### config.mk
export PLATFORM = sky130hd
export DESIGN_NAME = vp_pipe
export DESIGN_NICKNAME = d
export VERILOG_FILES = /design/src/rtl/vp_pkg.sv /design/src/rtl/vp_delay.sv /design/src/rtl/vp_pipe.sv
export SDC_FILE = /design/constraint.sdc
export NUM_CORES = 1
export LEC_CHECK = 0
export BUFFER_PORTS_ARGS = -buffer_cell sky130_fd_sc_hd__clkbuf_2
export CORE_MARGIN = 1.5
export CORE_UTILIZATION = 58
export CTS_BUF_LIST = sky130_fd_sc_hd__clkbuf_4 sky130_fd_sc_hd__clkbuf_8
export DETAILED_ROUTE_END_ITERATION = 8
export PLACE_DENSITY = 0.84
export SYNTH_ARGS = -nofsm -noshare
export SYNTH_HDL_FRONTEND = slang
export SYNTH_SLANG_ARGS = --single-unit
export TNS_END_PERCENT = 10
### constraint.sdc
create_clock -name clk -period 8.4 [get_ports clk]
set_input_delay 0.42 -clock clk [delete_from_list [all_inputs] [get_ports clk]]
set_output_delay 0.42 -clock clk [all_outputs]
set_load 0.02 [all_outputs]
### src/rtl/vp_pkg.sv
// Shared definitions for the ROI video pipeline: mode encodings, luma
// coefficients and {R,G,B} pack/unpack helpers.
package vp_pkg;

    typedef enum logic [1:0] {
        MODE_PASS = 2'd0,
        MODE_GRAY = 2'd1,
        MODE_BIN  = 2'd2,
        MODE_INV  = 2'd3
    } mode_t;

    localparam int LUMA_R     = 77;
    localparam int LUMA_G     = 150;
    localparam int LUMA_B     = 29;
    localparam int LUMA_SHIFT = 8;

    // Helpers work on a fixed maximum channel width; callers size-cast in and out.
    localparam int CH_MAX = 16;
    localparam int PX_MAX = 3 * CH_MAX;

    // c selects the channel: 2 = R, 1 = G, 0 = B.
    function automatic logic [CH_MAX-1:0] px_chan(input logic [PX_MAX-1:0] px,
                                                  input int w, input int c);
        logic [PX_MAX-1:0] mask;
        mask = (PX_MAX'(1) << w) - PX_MAX'(1);
        return CH_MAX'((px >> (c * w)) & mask);
    endfunction

    function automatic logic [PX_MAX-1:0] px_pack(input logic [CH_MAX-1:0] r,
                                                  input logic [CH_MAX-1:0] g,
                                                  input logic [CH_MAX-1:0] b,
                                                  input int w);
        return (PX_MAX'(r) << (2 * w)) | (PX_MAX'(g) << w) | PX_MAX'(b);
    endfunction

endpackage

### src/rtl/vp_delay.sv
// Width/depth parametrised shift register with asynchronous reset.
module vp_delay #(
    parameter int W = 1,
    parameter int D = 1
) (
    input  logic         clk,
    input  logic         rst,
    input  logic [W-1:0] d,
    output logic [W-1:0] q
);

    logic [D-1:0][W-1:0] pipe;

    always_ff @(posedge clk or posedge rst) begin
        if (rst) begin
            pipe <= '0;
        end else begin
            pipe[0] <= d;
            for (int i = 1; i < D; i++) pipe[i] <= pipe[i-1];
        end
    end

    assign q = pipe[D-1];

endmodule

### src/rtl/vp_pipe.sv
// Pipelined pixel processor: per-frame shadowed mode/ROI, 3-cycle latency
// with de/h_sync/v_sync delayed to stay aligned with the pixel data.
module vp_pipe
    import vp_pkg::*;
#(
    parameter int DATA_W = 8,
    parameter int X_W    = 11,
    parameter int Y_W    = 11,
    parameter int LAT    = 3
) (
    input  logic                clk,
    input  logic                rst,
    input  logic                de_in,
    input  logic                h_sync_in,
    input  logic                v_sync_in,
    input  logic [3*DATA_W-1:0] pixel_in,
    input  logic [1:0]          mode,
    input  logic [DATA_W-1:0]   threshold,
    input  logic [X_W-1:0]      roi_x0,
    input  logic [X_W-1:0]      roi_x1,
    input  logic [Y_W-1:0]      roi_y0,
    input  logic [Y_W-1:0]      roi_y1,
    output logic                de_out,
    output logic                h_sync_out,
    output logic                v_sync_out,
    output logic [3*DATA_W-1:0] pixel_out,
    output logic [X_W-1:0]      x_pos,
    output logic [Y_W-1:0]      y_pos
);

    localparam int PX_W  = 3 * DATA_W;
    localparam int PR_W  = DATA_W + 8;
    localparam int SUM_W = DATA_W + 10;
    localparam int BUS_W = PX_W + 1 + 2 + DATA_W;

    generate
        if (LAT != 3) begin : g_lat_chk
            $error("vp_pipe: LAT must be 3");
        end
        if (DATA_W > CH_MAX) begin : g_w_chk
            $error("vp_pipe: DATA_W exceeds package channel width");
        end
    endgenerate

    logic              de_prev, vs_prev;
    logic [1:0]        sh_mode;
    logic [DATA_W-1:0] sh_thr;
    logic [X_W-1:0]    sh_x0, sh_x1;
    logic [Y_W-1:0]    sh_y0, sh_y1;
    logic              vs_rise, de_fall, in_roi;

    assign vs_rise = v_sync_in & ~vs_prev;
    assign de_fall = de_prev & ~de_in;

    // Stage 0: input-timing position counters and frame-boundary config capture.
    always_ff @(posedge clk or posedge rst) begin
        if (rst) begin
            de_prev <= 1'b0;
            vs_prev <= 1'b0;
            sh_mode <= MODE_PASS;
            sh_thr  <= '0;
            sh_x0   <= '0;
            sh_x1   <= '0;
            sh_y0   <= '0;
            sh_y1   <= '0;
            x_pos   <= '0;
            y_pos   <= '0;
        end else begin
            de_prev <= de_in;
            vs_prev <= v_sync_in;
            if (vs_rise) begin
                sh_mode <= mode;
                sh_thr  <= threshold;
                sh_x0   <= roi_x0;
                sh_x1   <= roi_x1;
                sh_y0   <= roi_y0;
                sh_y1   <= roi_y1;
            end
            if (de_in)        x_pos <= x_pos + X_W'(1);
            else if (de_fall) x_pos <= '0;
            if (vs_rise)      y_pos <= '0;
            else if (de_fall) y_pos <= y_pos + Y_W'(1);
        end
    end

    // An inverted bound (x0 > x1 or y0 > y1) can never satisfy both compares.
    assign in_roi = (x_pos >= sh_x0) && (x_pos <= sh_x1) &&
                    (y_pos >= sh_y0) && (y_pos <= sh_y1);

    logic [DATA_W-1:0] r_in, g_in, b_in;
    assign r_in = DATA_W'(px_chan(PX_MAX'(pixel_in), DATA_W, 2));
    assign g_in = DATA_W'(px_chan(PX_MAX'(pixel_in), DATA_W, 1));
    assign b_in = DATA_W'(px_chan(PX_MAX'(pixel_in), DATA_W, 0));

    logic [PR_W-1:0]   pr, pg, pb;
    logic [SUM_W-1:0]  sum;
    logic [DATA_W-1:0] y_s2;
    logic [PX_W-1:0]   px_s3, px_nxt;

    assign sum = SUM_W'(pr) + SUM_W'(pg) + SUM_W'(pb);

    always_ff @(posedge clk or posedge rst) begin
        if (rst) begin
            pr    <= '0;
            pg    <= '0;
            pb    <= '0;
            y_s2  <= '0;
            px_s3 <= '0;
        end else begin
            pr    <= PR_W'(LUMA_R) * PR_W'(r_in);
            pg    <= PR_W'(LUMA_G) * PR_W'(g_in);
            pb    <= PR_W'(LUMA_B) * PR_W'(b_in);
            y_s2  <= DATA_W'(sum >> LUMA_SHIFT);
            px_s3 <= px_nxt;
        end
    end

    // Original pixel, ROI flag and shadow mode/threshold ride alongside the luma math.
    logic [BUS_W-1:0]  s2_bus;
    logic [PX_W-1:0]   s2_px;
    logic              s2_roi;
    logic [1:0]        s2_mode;
    logic [DATA_W-1:0] s2_thr;

    vp_delay #(.W(BUS_W), .D(LAT-1)) u_px_dly (
        .clk (clk),
        .rst (rst),
        .d   ({pixel_in, in_roi, sh_mode, sh_thr}),
        .q   (s2_bus)
    );

    assign {s2_px, s2_roi, s2_mode, s2_thr} = s2_bus;

    always_comb begin
        px_nxt = s2_px;
        if (s2_roi) begin
            case (mode_t'(s2_mode))
                MODE_GRAY: px_nxt = PX_W'(px_pack(CH_MAX'(y_s2), CH_MAX'(y_s2),
                                                  CH_MAX'(y_s2), DATA_W));
                MODE_BIN:  px_nxt = (y_s2 > s2_thr) ? '1 : '0;
                MODE_INV:  px_nxt = ~s2_px;
                default:   px_nxt = s2_px;
            endcase
        end
    end

    vp_delay #(.W(3), .D(LAT)) u_sync_dly (
        .clk (clk),
        .rst (rst),
        .d   ({de_in, h_sync_in, v_sync_in}),
        .q   ({de_out, h_sync_out, v_sync_out})
    );

    assign pixel_out = de_out ? px_s3 : '0;

endmodule

Word-level counts from Yosys, hierarchy flattened
Cells that the tools add are included.
{ "op_classes": {"n_addsub": 4, "multipliers": 3, "order_cmp": 5, "eq_ne": 3, "muxes": 8, "n_bitwise": 7, "reduce_logical": 5} }
{ "ops": {"columns": ["op", "count"], "rows": [
  ["$mux W24", 3],
  ["$pmux W24 S3", 1],
  ["$mux W11", 4],
  ["$mul A7 B8 Y15 const A", 2],
  ["$not A24 Y24", 1],
  ["$or A24 B16 Y24", 1],
  ["$or A24 B8 Y24", 1],
  ["$add A11 B1 Y11 const B", 2],
  ["$ge A11 B11 Y1", 2],
  ["$le A11 B11 Y1", 2],
  ["$add A15 B16 Y16", 1],
  ["$add A16 B13 Y16", 1],
  ["$mul A5 B8 Y13 const A", 1],
  ["$gt A8 B8 Y1", 1],
  ["$eq A2 B2 Y1 const B", 2],
  ["$reduce_bool A2 Y1", 2],
  ["$logic_and A1 B1 Y1", 3],
  ["$and A1 B1 Y1", 2],
  ["$eq A2 B1 Y1 const B", 1],
  ["$not A1 Y1", 2]
]} }
{ "word_totals": {"regBits": 232, "elab_cells": 55} }

Longest topological paths before layout
Gate-level depths: netlist of the first run.
{ "logic_depth": {"word_depth": 4, "depth_mapped": 14} }

Modules after synthesis
From an unflattened synthesis of the first run, not the netlist that was laid out.
{ "unflattened": {"hier_cells": 1128, "area_unflattened_um2": 12421.9} }
{ "modules_own_cells": {"columns": ["mod", "instances", "cells_per_inst", "area_per_inst_um2", "seq_area_each_um2"], "rows": [
  ["vp_pipe", 1, 1009, 10152.2, 3828.7],
  ["vp_delay at u_px_dly", 1, 106, 2018.2, 1751.7],
  ["vp_delay at u_sync_dly", 1, 13, 251.5, 225.2]
]} }

Worst setup path before layout of the first run
No wires, ideal clock.
{ "synth_path": {"kind": "input to register", "start": "input port pixel_in[12]", "end": "register pg[14]", "arrival_ps": 3685, "required_ps": 8296, "setup_slack_ps": 4612, "path_stages": 12, "path_cell_list": "ha_1 > ha_1 > inv_1 > fa_1 > fa_1 > inv_1 > ha_1 > or3_1 > o221a_1 > or4_4 > a2111o_1 > o311ai_1"} }
{ "synth_via": {"elab_chain_cells": 1} }
{ "synth_lines": {"columns": ["item", "line", "source"], "rows": [
  ["start, declared", "vp_pipe.sv:16", "input logic [3*DATA_W-1:0] pixel_in,"],
  ["$mul A7 B8 Y15", "vp_pipe.sv:111", "pg <= PR_W'(LUMA_G) * PR_W'(g_in);"],
  ["end signal, assigned", "vp_pipe.sv:111", null],
  ["end, declared", "vp_pipe.sv:95", "logic [PR_W-1:0] pr, pg, pb;"]
]} }
No other way between the ends.
A chain may end at the register's enable or synchronous reset.

Worst setup path after layout of the first run
Same ends and word-level chain as after synthesis.

==> flow_summary.rst, run 1 <==
.. list-table::
   :header-rows: 1

   * - Metric
     - Value
   * - Detailed placement HPWL
     - 18,400 um
   * - Clock root buffer master
     - sky130_fd_sc_hd__clkbuf_8
   * - Type of element capturing the critical path
     - flip-flop
   * - Cells along the critical path
     - clkbuf_2 > ha_1 > ha_1 > inv_1 > fa_1 > fa_1 > inv_1 > ha_1 > or3_1 > o221a_1 > or4_4 > a2111o_1 > o311ai_1
   * - Via count
     - 8,276
   * - Crit path DAT
     - 3990 ps
   * - Leakage power
     - 6.97 nW
   * - Final critical-path share of the clock period
     - 0.424
   * - Post-DR vias/cell
     - 5.42
   * - Effective utilization at floorplan
     - 0.591
   * - Biggest area consumer among synthesized cells
     - sky130_fd_sc_hd__dfrtp_1
   * - Worst skew pair latency
     - 540 ps
   * - # clock sinks
     - 225
   * - Area Growth Syn to Fin
     - 14.9%
   * - Hold WS
     - 49.8 ps
   * - Remaining design rule violation count
     - 0
   * - Worst path slowest cell
     - sky130_fd_sc_hd__fa_1
   * - CP dominant cell by count
     - sky130_fd_sc_hd__ha_1
   * - Number of nets still failing antenna checks after routing
     - 0
   * - Final period demand of the worst path
     - 3560 ps
   * - Sequential element share of the synthesized area
     - 0.471
   * - Die Y-Extent
     - 147 um
   * - Sort of element at the start of the critical path
     - primary input
   * - Total standard cell area after synthesis
     - about 0.012 mm^2
   * - Count of warnings emitted by yosys
     - 0
   * - Hold Vio Cnt, Final
     - 0
   * - Number of unique standard cell types used by synthesis
     - slightly above 50
   * - Max rail drop VDD
     - 194 uV
   * - Number of global-route vias before repair
     - 8,418
   * - Crit Path Category
     - in -> reg
   * - Longest individual stage delay on the worst path
     - 510 ps
   * - DRC marker count from the first detailed-route iteration
     - 388
   * - Count of nets after finishing
     - 1,516
   * - Commonest cells post-synth
     - sky130_fd_sc_hd__dfrtp_1, sky130_fd_sc_hd__ha_1, sky130_fd_sc_hd__inv_1
   * - Clock skew
     - around 11 ps
   * - Die span in x
     - 147 um
   * - Router iterations before antenna repair
     - 5
   * - Worst path required time
     - 8820 ps
   * - Proportion of register bits with asynchronous set or reset after synthesis
     - 1.00
   * - Share of layout cells above drive strength 1
     - 0.180
   * - Largest net degree at the start of global routing
     - 148
   * - Wire length per cell after detailed routing
     - approximately 16 um
   * - Power Density
     - 276 mW/mm^2
   * - Result of the run
     - complete, no violations
   * - Clock tree from TritonCTS
     - yes
   * - Count of endpoints failing setup in the final report
     - 0
   * - Setup TNS
     - 0 ps
   * - Cell with the most instances after synthesis
     - sky130_fd_sc_hd__dfrtp_1
   * - Setup repair after global routing missed its margin
     - false
   * - Leading post-synthesis cells by cell area
     - sky130_fd_sc_hd__dfrtp_1, sky130_fd_sc_hd__ha_1, sky130_fd_sc_hd__fa_1
   * - Max-Slew Margin vs Limit
     - 0.336
   * - Average instance area after synthesis
     - around 11 um^2
   * - Number of nets in the synthesized netlist
     - 1,366
   * - Drt total wl
     - 24,700 um
   * - Critical path fanouts, max
     - 5
   * - Synth Flop Type
     - sky130_fd_sc_hd__dfrtp_1
   * - Core outline area
     - 0.0202 mm^2
   * - Slew @ Worst Pin
     - 995 ps
   * - Overall die area
     - 0.0215 mm^2
   * - Area share of the largest cell type after synthesis
     - 0.471
   * - Total global routing track utilization
     - 0.240
   * - Global route total overflow
     - 0
   * - Clock H-tree levels
     - 2
   * - Std cell rows
     - 52
   * - Number of antenna violations at the first check in global routing
     - 0
   * - Max Cap Viol
     - 0
   * - Ports
     - around 130
   * - Buffer levels on the longest clock path
     - 3
   * - HP Class
     - in -> reg
   * - TritonCTS buffer count
     - 39
   * - Final core utilization
     - 0.679
   * - Wire length of the first global-routing pass
     - 41,200 um
   * - Number of buffers added on ports
     - roughly 130
   * - Number of synthesized flops with an enable pin
     - 0
   * - Fin. max-slew vios
     - 0
   * - Max Fclk
     - around 280 MHz
   * - Clk slew on worst S/H paths
     - 60 ps
   * - Routability congestion estimate from global placement
     - 0.860
   * - Synthesized flop and latch total
     - around 230
   * - # diodes
     - 0
   * - Count of fill cells added during filler insertion
     - 1,530
   * - Instance count of the mapped netlist
     - 1,078
kinds of logic (layout without fill, tap and decap cells):
logic type                 count (synthesis)  after routing  share of synthesized area
xor gates and xnor gates                  35             35                     0.0256
DFF                                      225            225                      0.471
adders and majority gates                205            205                      0.238
buffers and inverters                    141            319                     0.0443
and+or+nand+nor                          234            234                     0.0910
muxes                                     17             17                     0.0158
AOI/OAI and AO/OA                        221            221                      0.114
metrics by stage:
stage / setup WS (ps) / std cells / total power, mW / instance area [um^2]
2_1_floorplan: 1820 / 1078 / 2.40 / 12000
3_3_place_gp: 4390 / 1455 / 2.65 / 12900
3_5_place_dp: 4290 / 1455 / 2.74 / 12900
4_1_cts: 4860 / 1526 / 3.81 / 13700
5_1_grt: 4680 / 1526 / 4.07 / 13700
6_report: 4840 / 1526 / 3.79 / 13700
worst paths after layout:
| path | cells after the start | to | slack, ps | start |
|---|---|---|---|---|
| max | 13 | pg[14] | 4840 | pixel_in[12] |
| min | 1 | u_px_dly.pipe[14] | 50 | pixel_in[3] |
| min in group asynchronous | 2 | sh_y1[0] | 80 | rst |
| max reg2reg | 10 | y_s2[5] | 5600 | pg[3] |
| max in group asynchronous | 3 | pr[3] | 6710 | rst |
| min reg2reg | 0 | u_sync_dly.q[1] | 350 | u_sync_dly.pipe[4] |
worst max-delay path, delay by kind of cell:
| kind | cells | cell delay [ps] |
|---|---|---|
| adder cells (fa/ha/maj) | 5 | 1820 |
| AO/OA/AOI/OAI | 3 | 700 |
| buffers and inverters | 3 | 220 |
| AND/OR/NAND/NOR | 2 | 790 |
area by class of cell:
class	instances	area [um^2]	area share
clock buffer	58	742	0.0540
clock inverter	11	87.6	0.00637
inverter	114	435	0.0317
multi-input combinational	712	5810	0.423
sequential	225	5630	0.410
tap	270	338	0.0246
timing repair buffer	136	698	0.0508
power breakdown:
group	switching, mW	total [mW]	internal (mW)	leakage, nW
Clock	0.438	1.04	0.600	0.448
Combinational	0.768	1.37	0.605	3.82
Sequential	0.112	1.38	1.27	2.70
Total	1.32	3.79	2.47	6.97
cell usage in the layout, fill, tap and decap left out, drive strengths merged, types with 6 or more instances in the layout:
| cell | count |
|---|---|
| inv | 116 |
| nand2b | 6 |
| nor2b | 6 |
| a21oi | 57 |
| fa | 38 |
| o21ai | 68 |
| xnor2 | 17 |
| clkinv | 8 |
| a211oi | 13 |
| o22ai | 25 |
| ha | 167 |
| clkbuf | 189 |
| xor2 | 18 |
| nor2 | 49 |
| dfrtp | 225 |
| a21o | 15 |
| nand4 | 17 |
| and2 | 27 |
| mux2 | 15 |
| nand2 | 89 |
| nor3 | 12 |
| nand3 | 17 |
| o21a | 8 |
layer usage:
| metal | wire, um | part of all wire | track usage |
|---|---|---|---|
| met1 | 11200 | 0.46 | 0.330 |
| met2 | 11600 | 0.47 | 0.382 |
| met3 | 1140 | 0.046 | 0.0456 |
| met4 | 676 | 0.027 | 0.0874 |
| met5 | 0 | 0 | 0 |
sequential cells by signal (all words and copies together) (netlist names):
register,count
y_pos,11
u_sync_dly.pipe,5
pr,13
u_px_dly.pipe,35
sh_y1,11
sh_mode,2
x_pos,11
px_s3,24
sh_y0,11
de_prev,1
pg,14
sh_x1,11
u_px_dly.q,35
y_s2,8
u_sync_dly.q,3
sh_x0,11
pb,11
sh_thr,8
what timing repair did:
item,4_1_cts,5_1_grt
hold endpoints to repair,2,0
gates resized for setup,0,0
hold buffers,2,0
setup buffers,0,0
Note: power is estimated with default switching activity, not from simulation.
==> run 2: changes to the inputs <==
==> constraint.sdc (replaced) <==
create_clock -name clk -period 3.6 [get_ports clk]
set_input_delay 0.18 -clock clk [delete_from_list [all_inputs] [get_ports clk]]
set_output_delay 0.18 -clock clk [all_outputs]
set_load 0.02 [all_outputs]
==> run 2 against run 1 <==
Count of clock-buffer cells in the layout increased by 2. Die area unchanged. Non-clock buffer count increased by 89. Global-route usage grew 3.4 points. Critical path depth stayed put. Final cell count up 6.0%. Critical path type unchanged. Largest cell class unchanged. Largest power group is now combinational logic. Highest routed layer unchanged.
==> flow_summary.rst, run 2 (same netlist as run 1, synthesis figures left out) <==
.. list-table::
   :header-rows: 1

   * - Metric
     - Value
   * - Number of nets still failing antenna checks after routing
     - 0
   * - Worst path required time
     - slightly above 4000 ps
   * - Max rail drop VDD
     - 509 uV
   * - Overall die area
     - 0.0215 mm^2
   * - Wire length per cell after detailed routing
     - 17.5 um
   * - Number of global-route vias before repair
     - 9,491
   * - Crit path DAT
     - 3960 ps
   * - Setup repair after global routing missed its margin
     - false
   * - Clock skew
     - about 32 ps
   * - Routability congestion estimate from global placement
     - 0.884
   * - Clock root buffer master
     - sky130_fd_sc_hd__clkbuf_8
   * - Effective utilization at floorplan
     - 0.591
   * - Wire length of the first global-routing pass
     - 46,500 um
   * - TritonCTS buffer count
     - 40
   * - Result of the run
     - complete, no violations
   * - Detailed placement HPWL
     - 18,300 um
   * - Remaining design rule violation count
     - 0
   * - Max-Slew Margin vs Limit
     - 0.277
   * - Count of endpoints failing setup in the final report
     - 0
   * - Max Fclk
     - 283 MHz
   * - DRC marker count from the first detailed-route iteration
     - between 600 and 700
   * - Crit Path Category
     - in -> reg
   * - Number of buffers added on ports
     - 131
   * - Leading cell types in the layout, fill and taps excluded
     - sky130_fd_sc_hd__dfrtp_1, sky130_fd_sc_hd__ha_1, sky130_fd_sc_hd__clkbuf_2
   * - Clk slew on worst S/H paths
     - 60 ps
   * - Uppermost routed layer
     - met4
   * - Setup Fix Bufs, Post-CTS
     - 0
   * - Global route total overflow
     - 0
   * - Hold WS
     - 301 ps
   * - Leakage power
     - 7.41 nW
   * - Met1 wire length
     - 11,500 um
   * - Std cell rows
     - 52
   * - Setup TNS
     - 0 ps
   * - Final critical-path share of the clock period
     - 0.981
   * - Share of layout cells above drive strength 1
     - 0.178
   * - HP Class
     - in -> reg
   * - Ports
     - 132
   * - Number of antenna violations at the first check in global routing
     - 0
   * - Die Y-Extent
     - approximately 150 um
   * - Post-DR vias/cell
     - 5.56
   * - Die span in x
     - 147 um
   * - Total global routing track utilization
     - 0.274
   * - Area Growth Syn to Fin
     - 23.5%
   * - Fin. max-slew vios
     - 0
   * - Critical path fanouts, max
     - 5
   * - Power Density
     - ~630 mW/mm^2
   * - Clock H-tree levels
     - 2
   * - Hold Vio Cnt, Final
     - 0
   * - Clock tree from TritonCTS
     - yes
   * - Detailed route wirelength on metal3
     - roughly 1500 um
   * - Met2 wire len
     - 13,900 um
   * - Router iterations before antenna repair
     - 5
   * - Via count
     - 8,994
   * - Drt total wl
     - 28,300 um
   * - Largest net degree at the start of global routing
     - 106
   * - Sort of element at the start of the critical path
     - primary input
   * - # diodes
     - 0
   * - # clock sinks
     - 225
   * - Buffer levels on the longest clock path
     - 3
   * - Core outline area
     - 0.0202 mm^2
   * - Worst skew pair latency
     - roughly 550 ps
   * - Slew @ Worst Pin
     - between 1000 and 1500 ps
   * - Type of element capturing the critical path
     - flip-flop
   * - Max Cap Viol
     - 0
   * - Final period demand of the worst path
     - 3530 ps
   * - Most frequent standard cell in the layout excluding fill and tap cells
     - sky130_fd_sc_hd__dfrtp_1
   * - Count of nets after finishing
     - 1,606
[run 2: routing by layer]
layer  GRT usage  up-vias
li1            -     4209
met1       0.334     4314
met2       0.463      344
met3      0.0503      127
met4       0.145        0
met5           0        -
[run 2: worst paths after layout]
path                       slack (ps)         startpoint            endpoint  cells after the start
max reg2reg                       690              pg[3]             y_s2[5]                     10
min in group asynchronous         410                rst            sh_y0[0]                      3
max in group asynchronous        2190                rst               pb[4]                      4
min reg2reg                       340  u_px_dly.pipe[31]      u_px_dly.q[31]                      0
min                               300          h_sync_in  u_sync_dly.pipe[1]                      2
max                                70        pixel_in[9]              pg[14]                     13
[run 2: repair_timing]
| action | CTS | global route |
|---|---|---|
| hold buffers | 82 | 0 |
| setup endpoints to repair | 0 | 7 |
| resized for setup | 0 | 5 |
| endpoints found under the hold margin | 128 | 0 |
[run 2: metrics by stage]
stage	instances	utilization	total power, mW	cell area, um^2	worst slack, ps
after floorplan	1078	-	5.60	12000	51.6
after global placement	1464	0.642	6.20	13000	-86.8
after detailed placement	1464	0.642	6.40	13000	-180
after CTS	1618	0.730	9.33	14800	22.9
after global routing	1618	0.730	9.98	14800	2.44
final	1618	0.730	9.38	14800	67.0
[run 2: area by class of cell]
class / instances / area (um^2)
Clock buffer: 60 / 782
Timing Repair Buffer: 225 / 1600
Fill cell: 1318 / 5460
Inverter: 114 / 432
Clock inverter: 12 / 165
Sequential cell: 225 / 5630
Multi-Input combinational cell: 712 / 5820
Tap cell: 270 / 338
[run 2: report_power, final]
group | internal (mW) | switching, mW | leakage, nW | total [mW]
registers | 2.96 | 0.281 | 2.70 | 3.24
clock network | 1.68 | 1.07 | 0.494 | 2.75
logic | 1.51 | 1.88 | 4.21 | 3.38
[run 2: critical path, cell delays in order]
cell and delay, ps:
sky130_fd_sc_hd__dlygate4sd3_1 530, sky130_fd_sc_hd__clkbuf_2 150, sky130_fd_sc_hd__ha_1 300, sky130_fd_sc_hd__inv_1 70, sky130_fd_sc_hd__fa_1 440, sky130_fd_sc_hd__fa_1 520, sky130_fd_sc_hd__inv_1 50, sky130_fd_sc_hd__ha_1 200
sky130_fd_sc_hd__or3_1 380, sky130_fd_sc_hd__o221a_1 240, sky130_fd_sc_hd__or4_4 430, sky130_fd_sc_hd__a2111o_1 370, sky130_fd_sc_hd__o311ai_1 80
